===== src/rtl/arr_multiplier_pipe.sv =====
`default_nettype none
`timescale 1ns/1ps
// ============================================================================
// Module      : arr_multiplier_pipe
// Description : Pipelined WIDTH x WIDTH array multiplier, unsigned or
//               two's-complement (Baugh-Wooley) selected per transaction.
//               One register stage per partial-product row, so the latency
//               is WIDTH register stages. Valid/ready on both sides, with a
//               global stall when the output is held by the consumer.
// Ports       : Clk      - rising-edge clock
//               Reset    - asynchronous, active-high reset
//               InValid  - operand pair present on InA/InB/Signed
//               InReady  - pipeline accepts an operand pair this cycle
//               InA      - multiplicand (WIDTH bits)
//               InB      - multiplier (WIDTH bits)
//               Signed   - 1 = two's-complement operands, 0 = unsigned
//               OutValid - Out holds a valid product
//               OutReady - consumer accepts Out this cycle
//               Out      - product (2*WIDTH bits)
// Revision    : 1.0 - initial pipelined release
// ============================================================================
module arr_multiplier_pipe #(
    parameter int WIDTH = 4
) (
    input  logic               Clk,
    input  logic               Reset,
    input  logic               InValid,
    output logic               InReady,
    input  logic [WIDTH-1:0]   InA,
    input  logic [WIDTH-1:0]   InB,
    input  logic               Signed,
    output logic               OutValid,
    input  logic               OutReady,
    output logic [2*WIDTH-1:0] Out
);

    localparam int PW = 2 * WIDTH;

    // Baugh-Wooley correction: +1 at bit WIDTH and +1 at bit 2*WIDTH-1.
    localparam logic [PW-1:0] c_bw_const = (PW'(1) << WIDTH) | (PW'(1) << (PW - 1));

    // Per-stage state. Operands only need to travel as far as the stage
    // that consumes the last multiplier bit, hence WIDTH-1 copies.
    logic              r_vld [WIDTH];
    logic [PW-1:0]     r_sum [WIDTH];
    logic [WIDTH-1:0]  r_a   [WIDTH-1];
    logic [WIDTH-1:0]  r_b   [WIDTH-1];
    logic              r_sgn [WIDTH-1];

    logic [PW-1:0]     w_row [WIDTH];
    logic              w_stall;
    logic              w_en;

    // Partial-product row k, already shifted into product position. In
    // signed mode a bit is inverted when exactly one of its two factors is
    // an operand MSB.
    function automatic logic [PW-1:0] pp_row(
        input logic [WIDTH-1:0] a,
        input logic             b_bit,
        input logic             sgn,
        input int               k
    );
        logic [WIDTH-1:0] row;
        logic [PW-1:0]    ext;
        for (int j = 0; j < WIDTH; j++) begin
            row[j] = (a[j] & b_bit) ^ (sgn & ((j == WIDTH - 1) != (k == WIDTH - 1)));
        end
        ext = {{WIDTH{1'b0}}, row};
        return ext << k;
    endfunction

    assign w_stall  = r_vld[WIDTH-1] & ~OutReady;
    assign w_en     = ~w_stall;
    assign InReady  = ~w_stall;
    assign OutValid = r_vld[WIDTH-1];
    assign Out      = r_sum[WIDTH-1];

    // Row adders: stage 0 seeds the running sum with row 0 (plus the signed
    // correction constant); each later stage adds one row to the sum held
    // by the stage before it.
    always_comb begin
        w_row[0] = pp_row(InA, InB[0], Signed, 0) + (Signed ? c_bw_const : '0);
        for (int k = 1; k < WIDTH; k++) begin
            w_row[k] = r_sum[k-1] + pp_row(r_a[k-1], r_b[k-1][k], r_sgn[k-1], k);
        end
    end

    // Data registers load only when a valid item moves into the stage, so
    // bubbles leave the previous contents (and therefore Out) untouched and
    // undriven operands during bubbles never reach the datapath.
    always_ff @(posedge Clk or posedge Reset) begin
        if (Reset) begin
            for (int k = 0; k < WIDTH; k++) begin
                r_vld[k] <= 1'b0;
                r_sum[k] <= '0;
            end
            for (int k = 0; k < WIDTH - 1; k++) begin
                r_a[k]   <= '0;
                r_b[k]   <= '0;
                r_sgn[k] <= 1'b0;
            end
        end else if (w_en) begin
            r_vld[0] <= InValid;
            if (InValid) begin
                r_a[0]   <= InA;
                r_b[0]   <= InB;
                r_sgn[0] <= Signed;
                r_sum[0] <= w_row[0];
            end
            for (int k = 1; k < WIDTH; k++) begin
                r_vld[k] <= r_vld[k-1];
                if (r_vld[k-1]) begin
                    r_sum[k] <= w_row[k];
                end
            end
            for (int k = 1; k < WIDTH - 1; k++) begin
                if (r_vld[k-1]) begin
                    r_a[k]   <= r_a[k-1];
                    r_b[k]   <= r_b[k-1];
                    r_sgn[k] <= r_sgn[k-1];
                end
            end
        end
    end

endmodule
`default_nettype wire

===== config.mk =====
export PLATFORM = sky130hd
export DESIGN_NAME = arr_multiplier_pipe
export DESIGN_NICKNAME = d
export VERILOG_FILES = /design/src/rtl/arr_multiplier_pipe.sv
export SDC_FILE = /design/constraint.sdc
export NUM_CORES = 1
export LEC_CHECK = 0
export BUFFER_PORTS_ARGS = -buffer_cell sky130_fd_sc_hd__buf_2
export CAP_MARGIN = 5
export CORE_UTILIZATION = 41
export DETAILED_ROUTE_END_ITERATION = 7
export PLACE_DENSITY = 0.55
export SYNTH_ARGS = -nofsm -noshare
export SYNTH_HDL_FRONTEND = slang
export SYNTH_SLANG_ARGS = --single-unit

===== constraint.sdc =====
create_clock -name Clk -period 2.6 [get_ports Clk]
set_input_delay 0.52 -clock Clk [delete_from_list [all_inputs] [get_ports Clk]]
set_output_delay 0.52 -clock Clk [all_outputs]
set_load 0.05 [all_outputs]

# Word-level counts from Yosys, hierarchy flattened
# Cells that the tools add are included.
# classes
n_addsub,4
n_mux,1
n_bitwise,25
n_reduce_logical,4
# op_table
op,count
1-bit AND,17
4-bit by 8-bit adder with 8-bit output,1
8-bit by 5-bit adder with 8-bit output,1
8-bit by 6-bit adder with 8-bit output,1
8-bit by 7-bit adder with 8-bit output,1
8-bit 2-to-1 mux,1
2-bit AND reduction,4
1-bit XOR,6
1-bit NOT,2
# totals
regBits,63
inputBits,13
out_inout_bits,10
word_cells,51

# Logic depth before layout (Yosys ltp)
# Gate-level depths: netlist of the first run.
# depth
depth_word,4
mapped_depth,9
depth_no_buf,9

# Worst setup path after synthesis of the first run
# No wires, ideal clock.
# synth_timing
path_kind,register to register
startpoint,register r_sum[15] (netlist name)
endpoint,register r_sum (netlist bit Out[7])
setup_time_ps,126
arrival_time_ps,1740
required_time_ps,2474
setup_slack_ps,734
path_stages_with_launch,10
n_path_buf,1
synth_period_minus_slack_ps,1866
cell_sequence,dfrtp_1 clkbuf_1 xnor2_1 ha_1 inv_1 fa_1 nand2b_1 a21oi_1 xnor2_1 o21ai_0
# synth_via
elab_chain_len,1
# synth_rtl
element,line_no,text
"start, declared",45,logic [PW-1:0] r_sum [WIDTH];
"start signal, assigned by index",113,r_sum[k] <= w_row[k];
8-bit by 7-bit adder with 8-bit output,84,"w_row[k] = r_sum[k-1] + pp_row(r_a[k-1], r_b[k-1][k], r_sgn[k-1], k);"
# No other way between the ends.
# A chain may end at the register's enable or synchronous reset.

# Final worst setup path of the first run
# Same ends and word-level chain as after synthesis.

==> results.py, run 1 <==
metrics = {
    "clocking": {
        "cts_tree": "built",
        "clockRootBuffer": "clkbuf_8",
        "h-tree-depth": 2,
        "path_clk_slew_ns": 0.09,
        "cts_setup_buffers": 0,
        "clockBufferDepth": 2,
        "insertion_delay_ns": 0.30,
        "clock_sinks": 50,
        "cts_resized": 0,
        "numCtsBuffers": 5,
        "cts_hold_buf": 0,
    },
    "layout": {
        "drive_gt1_share_pct": 30.8,
        "antenna_cells": 0,
        "fillCellCount": 553,
        "fin_area_um2": 2700,
        "final_cells": 296,
        "area_delta_synth_final_pct": 8.55,
        "fin_nets": 247,
        "final_util_pct": 45.9,
    },
    "power_and_ir_drop": {
        "p_total_mw": 3.52,
        "switching_share_pct": 38.7,
        "p_int_mw": 2.16,
        "power.density_nw_per_um2": 1310,
        "switching_power_mw": 1.36,
        "pwr-share-comb_pct": 46.1,
        "pwr-share-clk_pct": 15.2,
        "p_leak_nw": 1.31,
        "peakVddDrop_uv": 448,
        "seqPwrFrac_pct": 38.7,
    },
    "route": {
        "drt_first_pass_iters": 2,
        "drc_errors": 0,
        "wl_um": 3630,
        "drt-initial-drc-count": 35,
        "vias": 1366,
        "drtAntennaViolNets": 0,
        "wl_per_cell_um": 12.3,
        "viasPerCell": 4.61,
    },
    "timing": {
        "setup-tns-final_ns": 0,
        "fmax_mhz": 522,
        "fin_crit_ns": 1.91,
        "finalCritPeriodShare_pct": 73.7,
        "setup_viol": 0,
        "final_max_slew_viol_count": 0,
        "slew-limit-headroom_pct": 72.9,
        "rsz0062_at_grt": "false",
        "skew_ns": 0.00716,
        "finalHoldViolations": 0,
        "worst_pin_slew_ns": 0.407,
    },
    "placed_design": {
        "dp.cells": 288,
        "port_buffers": 22,
        "place_area_um2": 2590,
        "gp_congestion": 0.727,
        "dp_hpwl_um": 2750,
    },
    "setup_path": {
        "path_max_fanout": 5,
        "start_kind": "register",
        "cp_data_arrival_time_ns": 2.10,
        "r2r_cells": 8,
        "rrSetupSlack_ns": 0.69,
        "cp.required_ns": 2.79,
        "r2r_end": "Out[7]",
        "worstSetupPathType": "reg2reg",
        "cp-end-kind": "register",
        "rr_startpoint": "r_sum[15]",
    },
    "grt": {
        "first_global_vias": 1353,
        "grt_max_degree": 33,
        "grt_use_total_pct": 13.3,
        "grt_pass1_wl_um": 6430,
        "gr-total-overflow": 0,
        "antenna_found_initial": 0,
    },
    "synth": {
        "synth-seq-cells": 50,
        "netlist_instances": 202,
        "netlist_area_um2": 2490,
        "ys_seq_area_share_pct": 50.3,
        "synth.avg_cell_area_um2": 12.3,
        "synthDistinctLibCells": 24,
        "ys_warn_count": 0,
        "syn-num-nets": 229,
    },
    "floorplanning": {
        "dieArea_um2": 6380,
        "io_pins": 23,
        "core_um2": 5890,
        "std_cell_rows": 28,
        "die_w_um": 79.9,
        "initial_utilization_pct": 42.3,
        "die_y_um": 79.9,
    },
    "outcome": {
        "status": "finished clean",
    },
    "worst_hold_path": {
        "hold_path.class": "in2async",
    },
    "job": {
        "drv_cap": 0,
    },
}
==> kinds of logic after synthesis <==
kind of cell	share of synthesized area [%]
AOI/OAI and AO/OA	5.63
buffers and inverters	6.19
DFF	50.3
xor gates and xnor gates	4.23
muxes	15.1
adders and majority gates	7.95
and+or+nand+nor	10.6
==> placed cells by master, fill, tap and decap left out, drive strengths merged, types with 3 or more instances in the layout <==
cell type,instances
a21o,4
a21oi,8
and2,6
buf,24
clkbuf,7
dfrtp,50
fa,3
ha,11
inv,9
mux2,31
nand2,34
nor2,4
o21ai,14
xnor2,6
xor2,6
==> power groups by stage <==
| stage | Clock [mW] | Sequential, mW | Combinational, mW |
|---|---|---|---|
| floorplan | 0 | 1.32 | 1.51 |
| global placement | 0 | 1.38 | 1.64 |
| detailed placement | 0 | 1.39 | 1.65 |
| CTS | 0.552 | 1.37 | 1.66 |
| global route | 0.584 | 1.42 | 1.82 |
| finish | 0.536 | 1.36 | 1.63 |
==> cells in the mapped netlist, drive strengths merged <==
| cell type | n | area share (%) |
|---|---|---|
| xnor2 | 6 | 2.1 |
| nor2 | 4 | 0.60 |
| clkbuf | 1 | 0.15 |
| dfrtp | 50 | 50 |
| mux2 | 31 | 15 |
| or2b | 1 | 0.30 |
| nand2b | 1 | 0.25 |
| inv | 9 | 1.7 |
| and2 | 6 | 1.5 |
| a21oi | 8 | 1.6 |
| a21o | 4 | 1.2 |
| ha | 11 | 5.5 |
| buf | 12 | 4.4 |
| nand2 | 34 | 7.4 |
| o21ai | 14 | 2.8 |
| fa | 3 | 2.4 |
| nor2b | 1 | 0.55 |
| xor2 | 6 | 2.1 |
==> sequential cells by signal, indices dropped and copies added (netlist names) <==
name      cells
r_sum        20
r_a          12
Out           8
r_b           6
r_vld         3
OutValid      1
==> per-layer routing <==
layer | up-vias | part of all wire [%] | GRT usage, %
met1 | 639 | 50 | 17.8
li1 | 700 | - | -
met5 | - | 0 | 0
met3 | 8 | 2.7 | 3.09
met4 | 0 | 1.7 | 5.89
met2 | 19 | 46 | 20.7
==> critical path, cell delays in order, from the launching register on <==
cell	delay [ns]
dfrtp_1	0.46
xnor2_1	0.20
ha_1	0.18
inv_1	0.05
fa_1	0.38
nand2b_1	0.16
a21oi_1	0.15
xnor2_1	0.13
o21ai_0	0.08
==> cell type report <==
type                       instances  area, um^2  area share, %
clock buffer                       7        76.3           2.83
sequential                        50        1250           46.3
timing repair buffer              24         125           4.63
tap                               75        93.8           3.48
multi-input combinational        130        1080           40.1
clock inverter                     1        30.0           1.11
inverter                           9        41.3           1.53
==> worst max path at each step <==
stage | from | endpoint | slack [ns] | cells past startpoint
4_1_cts | r_sum[15] | Out[7] | 0.66 | 8
5_1_grt | r_sum[15] | Out[7] | 0.53 | 8
3_5_place_dp | r_sum[15] | Out[7] | 0.67 | 8
2_1_floorplan | r_sum[15] | Out[7] | 0.73 | 9
6_report | r_sum[15] | Out[7] | 0.69 | 8
3_3_place_gp | r_sum[15] | Out[7] | 0.74 | 8
==> per-stage QoR <==
step / setup slack, ns / hold slack, ns
3_5_place_dp: 0.671 / 0.466
3_3_place_gp: 0.735 / 0.458
5_1_grt: 0.527 / 0.244
4_1_cts: 0.659 / 0.231
2_1_floorplan: 0.734 / 0.445
6_report: 0.685 / 0.226
No activity file was read; power rests on OpenSTA's default activity.
==> run 2, diff against run 1 <==
==> constraint.sdc (replaced) <==
create_clock -name Clk -period 1.9 [get_ports Clk]
set_input_delay 0.38 -clock Clk [delete_from_list [all_inputs] [get_ports Clk]]
set_output_delay 0.38 -clock Clk [all_outputs]
set_load 0.05 [all_outputs]
==> results.py, run 2 (same netlist as run 1, synthesis figures left out) <==
metrics = {
    "placed_design": {
        "gp_congestion": 0.756,
        "dp_worst_setup_slack_ns": 0.0174,
        "port_buffers": 22,
        "dp_hpwl_um": 2820,
    },
    "layout": {
        "drive_gt1_share_pct": 34.4,
        "final_cell_mix": "dfrtp_1, nand2_1, mux2_2",
        "area_delta_synth_final_pct": 10.8,
        "regMostFlops": "r_sum",
        "fin_nets": 250,
        "antenna_cells": 0,
        "final_util_pct": 46.8,
        "fillCellCount": 564,
        "largest_register_ffs": 20,
        "mostFrequentLayoutCell": "dfrtp_1",
    },
    "floorplanning": {
        "initial_utilization_pct": 42.3,
        "die_w_um": 79.9,
        "die_y_um": 79.9,
        "dieArea_um2": 6380,
        "std_cell_rows": 28,
        "core_um2": 5890,
        "io_pins": 23,
    },
    "clocking": {
        "clockBufferDepth": 2,
        "insertion_delay_ns": 0.31,
        "clock_sinks": 50,
        "path_clk_slew_ns": 0.10,
        "cts_tree": "built",
        "clockRootBuffer": "clkbuf_8",
        "numCtsBuffers": 5,
        "h-tree-depth": 2,
    },
    "timing": {
        "finalCritPeriodShare_pct": 96.1,
        "whs_ns": 0.0465,
        "layout_setup_ws_ns": 0.0748,
        "setup-tns-final_ns": 0,
        "skew_ns": 0.0121,
        "fmax_mhz": 548,
        "finalHoldViolations": 0,
        "rsz0062_at_grt": "true",
        "worst_pin_slew_ns": 0.412,
        "fin_crit_ns": 1.83,
        "slew-limit-headroom_pct": 72.5,
        "final_max_slew_viol_count": 0,
        "setup_viol": 0,
    },
    "grt": {
        "grt_pass1_wl_um": 6680,
        "first_global_vias": 1386,
        "grt_use_total_pct": 13.9,
        "grt_max_degree": 34,
        "gr-total-overflow": 0,
        "antenna_found_initial": 0,
    },
    "setup_path": {
        "r2r_cells": 9,
        "rrSetupSlack_ns": 0.07,
        "worstSetupPathType": "reg2reg",
        "path_max_fanout": 3,
        "crit_path_top_delay_cell": "dfrtp_1",
        "crit_path_frequent_cell": "xnor2_1",
        "cp_num_cells": 9,
        "critPathTopFamily": "adder cells",
        "cp_data_arrival_time_ns": 2.03,
        "cp.required_ns": 2.10,
        "cp-end-kind": "register",
        "crit_chain": "nand2_1 > xnor2_1 > ha_2 > inv_2 > fa_2 > nand2b_4 > a21oi_2 > xnor2_1 > o21ai_1",
        "critical_path.n_buffers_inverters": 1,
        "critPathMaxStageDelay_ns": 0.38,
        "start_kind": "register",
    },
    "power_and_ir_drop": {
        "p_total_mw": 5.01,
        "peakVddDrop_uv": 705,
        "power.density_nw_per_um2": 1820,
        "p_leak_nw": 1.34,
    },
    "route": {
        "drt-initial-drc-count": 57,
        "vias": 1388,
        "viasPerCell": 4.64,
        "drt_first_pass_iters": 4,
        "wl_per_cell_um": 12.7,
        "drtAntennaViolNets": 0,
        "wl_um": 3810,
        "drc_errors": 0,
    },
    "worst_hold_path": {
        "hold_path.class": "in2async",
    },
    "job": {
        "drv_cap": 0,
    },
    "outcome": {
        "status": "finished clean",
    },
}
[run 2: final timing paths]
check | from | end
worst max-delay path | r_b[3] | Out[7]
min in group Clk | InB[1] | r_b[9]
worst min register to register | Out[5] | Out[5]
max in group asynchronous | Reset | r_b[6]
worst min-delay path | Reset | Out[0]
worst max register to register | r_b[3] | Out[7]
[run 2: worst reg2reg max path: stages (launching register included)]
cell,delay [ns]
dfrtp_1,0.38
nand2_1,0.07
xnor2_1,0.18
ha_2,0.21
inv_2,0.04
fa_2,0.35
nand2b_4,0.15
a21oi_2,0.14
xnor2_1,0.13
o21ai_1,0.08
[run 2: power by group]
group          internal, mW  switching, mW  total [mW]
Combinational          1.13           1.27        2.40
Sequential             1.53          0.323        1.86
Clock                 0.393          0.356       0.749
[run 2: timing repair]
item / CTS / global route
buffers inserted: 0 / 3
gates resized for setup: 0 / 6
hold endpoints to repair: 0 / 0
setup endpoints to repair: 0 / 1
hold buffers: 0 / 0
[run 2: cell type report]
| type | count | area [um^2] | share of cell area [%] |
|---|---|---|---|
| flip-flops and latches | 50 | 1250 | 45.4 |
| multi-input cells | 130 | 1100 | 39.9 |
| clock buffers | 6 | 72.6 | 2.63 |
| repair buffers | 27 | 160 | 5.81 |
| well taps | 75 | 93.8 | 3.41 |
| inverters | 9 | 41.3 | 1.50 |
| clock inverters | 2 | 37.5 | 1.36 |
[run 2: per-stage QoR]
stage	cells	instance area (um^2)
after floorplan	202	2490
after global placement	288	2610
after detailed placement	288	2610
final	299	2760
after CTS	296	2720
after global routing	299	2760
[run 2: routing by layer]
layer / routed length, um / vias up / GRT usage [%]
met1: 1890 / 659 / 18.4
met2: 1750 / 23 / 21.8
met3: 124 / 5 / 3.77
met5: 0 / - / 0
li1: - / 701 / -
met4: 46 / 0 / 5.36
